<file path="config.mk">
export PLATFORM = sky130hd
export DESIGN_NAME = io_port_scanner
export DESIGN_NICKNAME = d
export VERILOG_FILES = /design/src/rtl/io_port_scanner.sv
export SDC_FILE = /design/constraint.sdc
export NUM_CORES = 1
export LEC_CHECK = 0
export CORE_MARGIN = 3
export CORE_UTILIZATION = 60
export DETAILED_ROUTE_END_ITERATION = 10
export PLACE_DENSITY = 0.79
export REMOVE_ABC_BUFFERS = 1
export SYNTH_ARGS = -nofsm -noshare
export SYNTH_HDL_FRONTEND = slang
export SYNTH_SLANG_ARGS = --single-unit
</file>
<file path="constraint.sdc">
create_clock -name clk -period 2.95 [get_ports clk]
set_input_delay 0.59 -clock clk [delete_from_list [all_inputs] [get_ports clk]]
set_output_delay 0.59 -clock clk [all_outputs]
set_load 0.03 [all_outputs]
</file>
<file path="src/rtl/io_port_scanner.sv">
// io_port_scanner: back end for a 16-byte IO space.
// Keeps per-byte output latches, input captures and direction bits, and
// time-multiplexes two 8-bit physical ports across 8 external mux slots.
// Each slot goes through SETTLE (outputs off), DRIVE (dwell), then NEXT
// (outputs off again, select advances).
module io_port_scanner #(
    parameter int SETTLE_CYCLES = 4,
    parameter int DWELL_CYCLES  = 16
) (
    input  logic       clk,
    input  logic       rst_n,
    input  logic [3:0] cpu_addr,
    input  logic [7:0] cpu_wdata,
    input  logic       cpu_we,
    input  logic       cpu_dir_we,
    input  logic       cpu_re,
    output logic [7:0] cpu_rdata,
    output logic       cpu_rvalid,
    output logic [2:0] mux_sel,
    output logic [7:0] port0_out,
    output logic       port0_oe,
    input  logic [7:0] port0_in,
    output logic [7:0] port1_out,
    output logic       port1_oe,
    input  logic [7:0] port1_in,
    output logic       frame_done
);

    // One counter serves both timed phases, so size it for the longer one.
    localparam int CNT_MAX = (SETTLE_CYCLES > DWELL_CYCLES) ? SETTLE_CYCLES : DWELL_CYCLES;
    localparam int CNT_W   = (CNT_MAX > 1) ? $clog2(CNT_MAX) : 1;
    localparam logic [CNT_W-1:0] SETTLE_LAST = CNT_W'(SETTLE_CYCLES - 1);
    localparam logic [CNT_W-1:0] DWELL_LAST  = CNT_W'(DWELL_CYCLES - 1);

    typedef enum logic [1:0] {
        ST_SETTLE = 2'd0,
        ST_DRIVE  = 2'd1,
        ST_NEXT   = 2'd2
    } state_t;

    state_t           state_q, state_d;
    logic [CNT_W-1:0] cnt_q, cnt_d;
    logic [2:0]       sel_q, sel_d;
    logic             frame_done_q, frame_done_d;
    logic [1:0]       act_dir_q, act_dir_d;   // direction latched on DRIVE entry, per port
    logic [7:0]       rdata_q, rdata_d;
    logic             rvalid_q, rvalid_d;

    // Flat views of the per-byte storage held inside the generate blocks.
    logic [7:0] out_arr [16];
    logic [7:0] in_arr  [16];
    logic       dir_arr [16];

    logic [7:0] port_in [2];
    logic       capture;

    assign port_in[0] = port0_in;
    assign port_in[1] = port1_in;

    // Inputs are sampled on the final dwell cycle of the active slot.
    assign capture = (state_q == ST_DRIVE) && (cnt_q == DWELL_LAST);

    genvar gi;
    generate
        for (gi = 0; gi < 16; gi++) begin : g_byte
            localparam logic [3:0] IDX = 4'(gi);

            logic [7:0] out_q, out_d;
            logic [7:0] in_q, in_d;
            logic       dir_q, dir_d;

            // Next value of this byte: CPU writes touch only out/dir, capture touches only in.
            always_comb begin
                out_d = out_q;
                in_d  = in_q;
                dir_d = dir_q;
                if (cpu_we && (cpu_addr == IDX)) begin
                    out_d = cpu_wdata;
                end
                if (cpu_dir_we && (cpu_addr == IDX)) begin
                    dir_d = cpu_wdata[0];
                end
                if (capture && (sel_q == IDX[2:0]) && !act_dir_q[IDX[3]]) begin
                    in_d = port_in[IDX[3]];
                end
            end

            // Byte storage; reset makes every byte an input with cleared data.
            always_ff @(posedge clk) begin
                if (!rst_n) begin
                    out_q <= '0;
                    in_q  <= '0;
                    dir_q <= 1'b0;
                end else begin
                    out_q <= out_d;
                    in_q  <= in_d;
                    dir_q <= dir_d;
                end
            end

            assign out_arr[gi] = out_q;
            assign in_arr[gi]  = in_q;
            assign dir_arr[gi] = dir_q;
        end
    endgenerate

    // Scan sequencing and CPU read path: next-state computation.
    always_comb begin
        state_d      = state_q;
        cnt_d        = cnt_q + 1'b1;
        sel_d        = sel_q;
        frame_done_d = 1'b0;
        act_dir_d    = act_dir_q;
        case (state_q)
            ST_SETTLE: begin
                if (cnt_q == SETTLE_LAST) begin
                    state_d   = ST_DRIVE;
                    cnt_d     = '0;
                    // Direction is frozen for the whole dwell; later edits wait for the next visit.
                    act_dir_d = {dir_arr[{1'b1, sel_q}], dir_arr[{1'b0, sel_q}]};
                end
            end
            ST_DRIVE: begin
                if (cnt_q == DWELL_LAST) begin
                    state_d = ST_NEXT;
                    cnt_d   = '0;
                end
            end
            ST_NEXT: begin
                state_d      = ST_SETTLE;
                cnt_d        = '0;
                sel_d        = sel_q + 3'd1;
                frame_done_d = (sel_q == 3'd7);
            end
            default: begin
                state_d = ST_SETTLE;
                cnt_d   = '0;
            end
        endcase

        // Reads see the values before any same-cycle write or capture.
        rvalid_d = cpu_re;
        rdata_d  = rdata_q;
        if (cpu_re) begin
            rdata_d = dir_arr[cpu_addr] ? out_arr[cpu_addr] : in_arr[cpu_addr];
        end
    end

    // Scan FSM and read registers.
    always_ff @(posedge clk) begin
        if (!rst_n) begin
            state_q      <= ST_SETTLE;
            cnt_q        <= '0;
            sel_q        <= 3'd0;
            frame_done_q <= 1'b0;
            act_dir_q    <= 2'b00;
            rdata_q      <= 8'h00;
            rvalid_q     <= 1'b0;
        end else begin
            state_q      <= state_d;
            cnt_q        <= cnt_d;
            sel_q        <= sel_d;
            frame_done_q <= frame_done_d;
            act_dir_q    <= act_dir_d;
            rdata_q      <= rdata_d;
            rvalid_q     <= rvalid_d;
        end
    end

    // Pins are driven only during DRIVE, and only for ports configured as outputs.
    always_comb begin
        port0_oe  = (state_q == ST_DRIVE) && act_dir_q[0];
        port1_oe  = (state_q == ST_DRIVE) && act_dir_q[1];
        port0_out = port0_oe ? out_arr[{1'b0, sel_q}] : 8'h00;
        port1_out = port1_oe ? out_arr[{1'b1, sel_q}] : 8'h00;
    end

    assign mux_sel    = sel_q;
    assign frame_done = frame_done_q;
    assign cpu_rdata  = rdata_q;
    assign cpu_rvalid = rvalid_q;

endmodule

</file>
==> impl_metrics.json <==
{
  "antenna_found_initial": 0,
  "finalHoldViolCount": 0,
  "cts_inserted_buffers": 30,
  "clock_skew_ns": 0.00625,
  "critPathLaunch": "act_dir_q[0]$_SDFFE_PN0P_",
  "tightest_slew_ns": 0.735,
  "power_mw": 8.46,
  "r2r-end": "g_byte[3].in_q[3]$_SDFFE_PN0P_",
  "ioPinCount": 64,
  "via_per_inst": 6.39,
  "num_vias": 11490,
  "n_antenna_cell": 0,
  "ir_drop_mv": 0.474,
  "crit_path_start_kind": "flop",
  "clkSinkCount": 293,
  "clkSlewWorstSetupHoldPaths_ns": 0.06,
  "synth.avg_cell_area_um2": 9.86,
  "r2r_start": "mux_sel[1]$_SDFFE_PN0N_",
  "synth_seq_area_share_pct": 41.7,
  "holdPathStages": 1,
  "fin_cells": 1797,
  "port_buffers": 63,
  "period_needed_ns": 2.86,
  "initial_core_util_pct": 61.6,
  "clk_latency_ns": 0.55,
  "worstPathMaxFanout": 5,
  "dpl_cell_area_um2": 15200,
  "yosys_warnings": 0,
  "placed_cells": 1743,
  "status": "finished, final reports clean",
  "critical_path_class": "reg -> out",
  "pre_cts_slack_ns": 0.340,
  "routed_wl_mm": 38.3,
  "fin_nets": 1502,
  "min_to": "cnt_q[0]$_SDFF_PN0_",
  "root_buffer": "clkbuf_16",
  "routedWlPerCell_um": 21.3,
  "areaGrowthSynthToFinish_pct": 15.5,
  "critPathArrivalTime_ns": 2.27,
  "place_hpwl_mm": 25.2,
  "grt_start_max_net_pins": 81,
  "maxCapViolCount": 0,
  "die_w_um": 159,
  "rrSetupSlack_ns": 0.62,
  "syn_inst": 1426,
  "drv_slew": 0,
  "clock.fmax_mhz": 350,
  "firstDrtPassIters": 5,
  "ys_types": 42,
  "cts_max_path_buffers": 3,
  "cts_hold_buffers": 0,
  "hp-class": "reg -> reg",
  "die-area_um2": 25300,
  "post-route-period-util_pct": 96.9,
  "grt-ovfl-total": 0,
  "worst_setup_path_end_kind": "output port",
  "coreArea_um2": 22800,
  "drc": 0,
  "fin_ws_ns": 0.0917,
  "design_area_um2": 16300,
  "htree_num_levels": 1,
  "grt_setup_unrepaired": "false",
  "hold_path_startpoint": "cnt_q[0]$_SDFF_PN0_",
  "setup_viol": 0,
  "drtIter0Drc": 1335,
  "drive_gt1_share_pct": 17.8,
  "rr_worst_depth": 9,
  "p_per_area_nw_per_um2": 521,
  "grt_pass1_wl_mm": 61.1,
  "critPathRequiredTime_ns": 2.36,
  "die_height_um": 159,
  "power.leakage_nw": 5.84,
  "syn_area_um2": 14100,
  "cts_tree": "built",
  "final_util_pct": 71.1,
  "row_count": 55,
  "slew-limit-headroom_pct": 50.8,
  "grt_pass1_vias": 11146,
  "grt_usage_pct": 29.5,
  "ys_ff_latch": 293,
  "fillers": 1672,
  "postRouteAntennaNets": 0,
  "place_congestion": 0.920
}
==> worst max path at each step <==
stage | endpoint | slack [ns] | depth (start not counted)
finish | port0_oe | 0.09 | 3
global route | port0_oe | 0.01 | 3
CTS | port1_out[5] | 0.1 | 5
detailed placement | port1_out[3] | 0.34 | 5
global placement | port1_out[5] | 0.38 | 5
floorplan | port1_out[0] | -0.47 | 3
==> logic make-up after synthesis <==
| kind of cell | Yosys count | synth area share (%) |
|---|---|---|
| AOI/OAI and AO/OA | 212 | 8.45 |
| buffers and inverters | 141 | 4.30 |
| and+or+nand+nor | 498 | 16.1 |
| muxes | 273 | 28.7 |
| DFF | 293 | 41.7 |
| adders and majority gates | 7 | 0.623 |
| xor gates and xnor gates | 2 | 0.125 |
==> Yosys cell counts (all sizes together) <==
cell | count | area [µm²]
and2b | 2 | 15.0
buf | 44 | 238
nor4b | 1 | 8.76
dfxtp | 293 | 5870
a22oi | 34 | 260
nor4 | 2 | 42.5
nand2b | 8 | 50.1
or3 | 1 | 11.3
nand4 | 7 | 43.8
nor2b | 5 | 31.3
a31oi | 8 | 50.1
nor3 | 7 | 78.8
mux4 | 104 | 2350
xor2 | 1 | 8.76
a21o | 8 | 60.1
and3 | 2 | 12.5
inv | 8 | 30.0
a211oi | 3 | 22.5
and2 | 5 | 31.3
ha | 7 | 87.6
xnor2 | 1 | 8.76
nor2 | 195 | 792
nand2 | 168 | 633
o21ai | 35 | 175
mux2i | 169 | 1690
clkbuf | 89 | 338
nand3 | 95 | 510
a21oi | 124 | 621
==> power breakdown <==
| part | internal [mW] | switching, mW |
|---|---|---|
| registers | 4.00 | 0.0333 |
| logic | 0.216 | 0.360 |
| clock network | 2.31 | 1.54 |
| total | 6.53 | 1.93 |
==> metrics by stage <==
stage	TNS (ns)	hold WS, ns
after global routing	0	0.466
after detailed placement	0	0.438
after CTS	0	0.450
after floorplan	-46.38	0.418
after global placement	0	0.432
final	0	0.447
==> layout by cell type, fill, tap and decap left out, drive strengths merged, types with 7 or more instances in the layout <==
| master | netlist | layout |
|---|---|---|
| nand3 | 95 | 95 |
| inv | 8 | 8 |
| buf | 44 | 84 |
| mux2i | 169 | 169 |
| nand2 | 168 | 168 |
| nor3 | 7 | 7 |
| a21oi | 124 | 124 |
| ha | 7 | 7 |
| nor2 | 195 | 195 |
| a21o | 8 | 8 |
| a31oi | 8 | 8 |
| mux4 | 104 | 104 |
| o21ai | 35 | 35 |
| clkdlybuf4s50 | 0 | 45 |
| dlygate4sd2 | 0 | 8 |
| nand4 | 7 | 7 |
| a22oi | 34 | 34 |
| dfxtp | 293 | 293 |
| nand2b | 8 | 8 |
| clkbuf | 89 | 49 |
==> state kept, by name (all words and copies together) (netlist names) <==
register and cells:
cpu_rvalid 1, frame_done 1, g_byte.out_q 128, cpu_rdata 8, g_byte.in_q 128, mux_sel 3
state_q 2, act_dir_q 2, cnt_q 4, g_byte.dir_q 16
==> timing repair <==
item	in CTS	in global routing
gates resized for setup	9	0
setup endpoints to repair	8	0
endpoints found under the hold margin	0	0
buffers inserted	0	0
==> metal layers <==
layer	routed length, µm	GRT usage (%)	up-vias
li1	-	-	5146
met1	15500	41.1	5608
met2	17800	47.0	624
met3	3770	5.78	112
met4	1190	8.95	0
met5	0	0	-
==> critical path, stage by stage, from the launching register on <==
cell             delay, ns
dfxtp_1               0.59
nand2_1               0.33
inv_1                 0.11
clkdlybuf4s50_1       0.68
==> final cells by class <==
class	instances	area, µm²	area share [%]
Multi-Input combinational cell	992	7600	46.8
Sequential cell	293	5870	36.1
Timing Repair Buffer	137	1340	8.24
Clock buffer	49	933	5.74
Tap cell	313	392	2.41
Clock inverter	5	75.1	0.462
Inverter	8	37.5	0.231
Note: power is estimated with default switching activity, not from simulation.
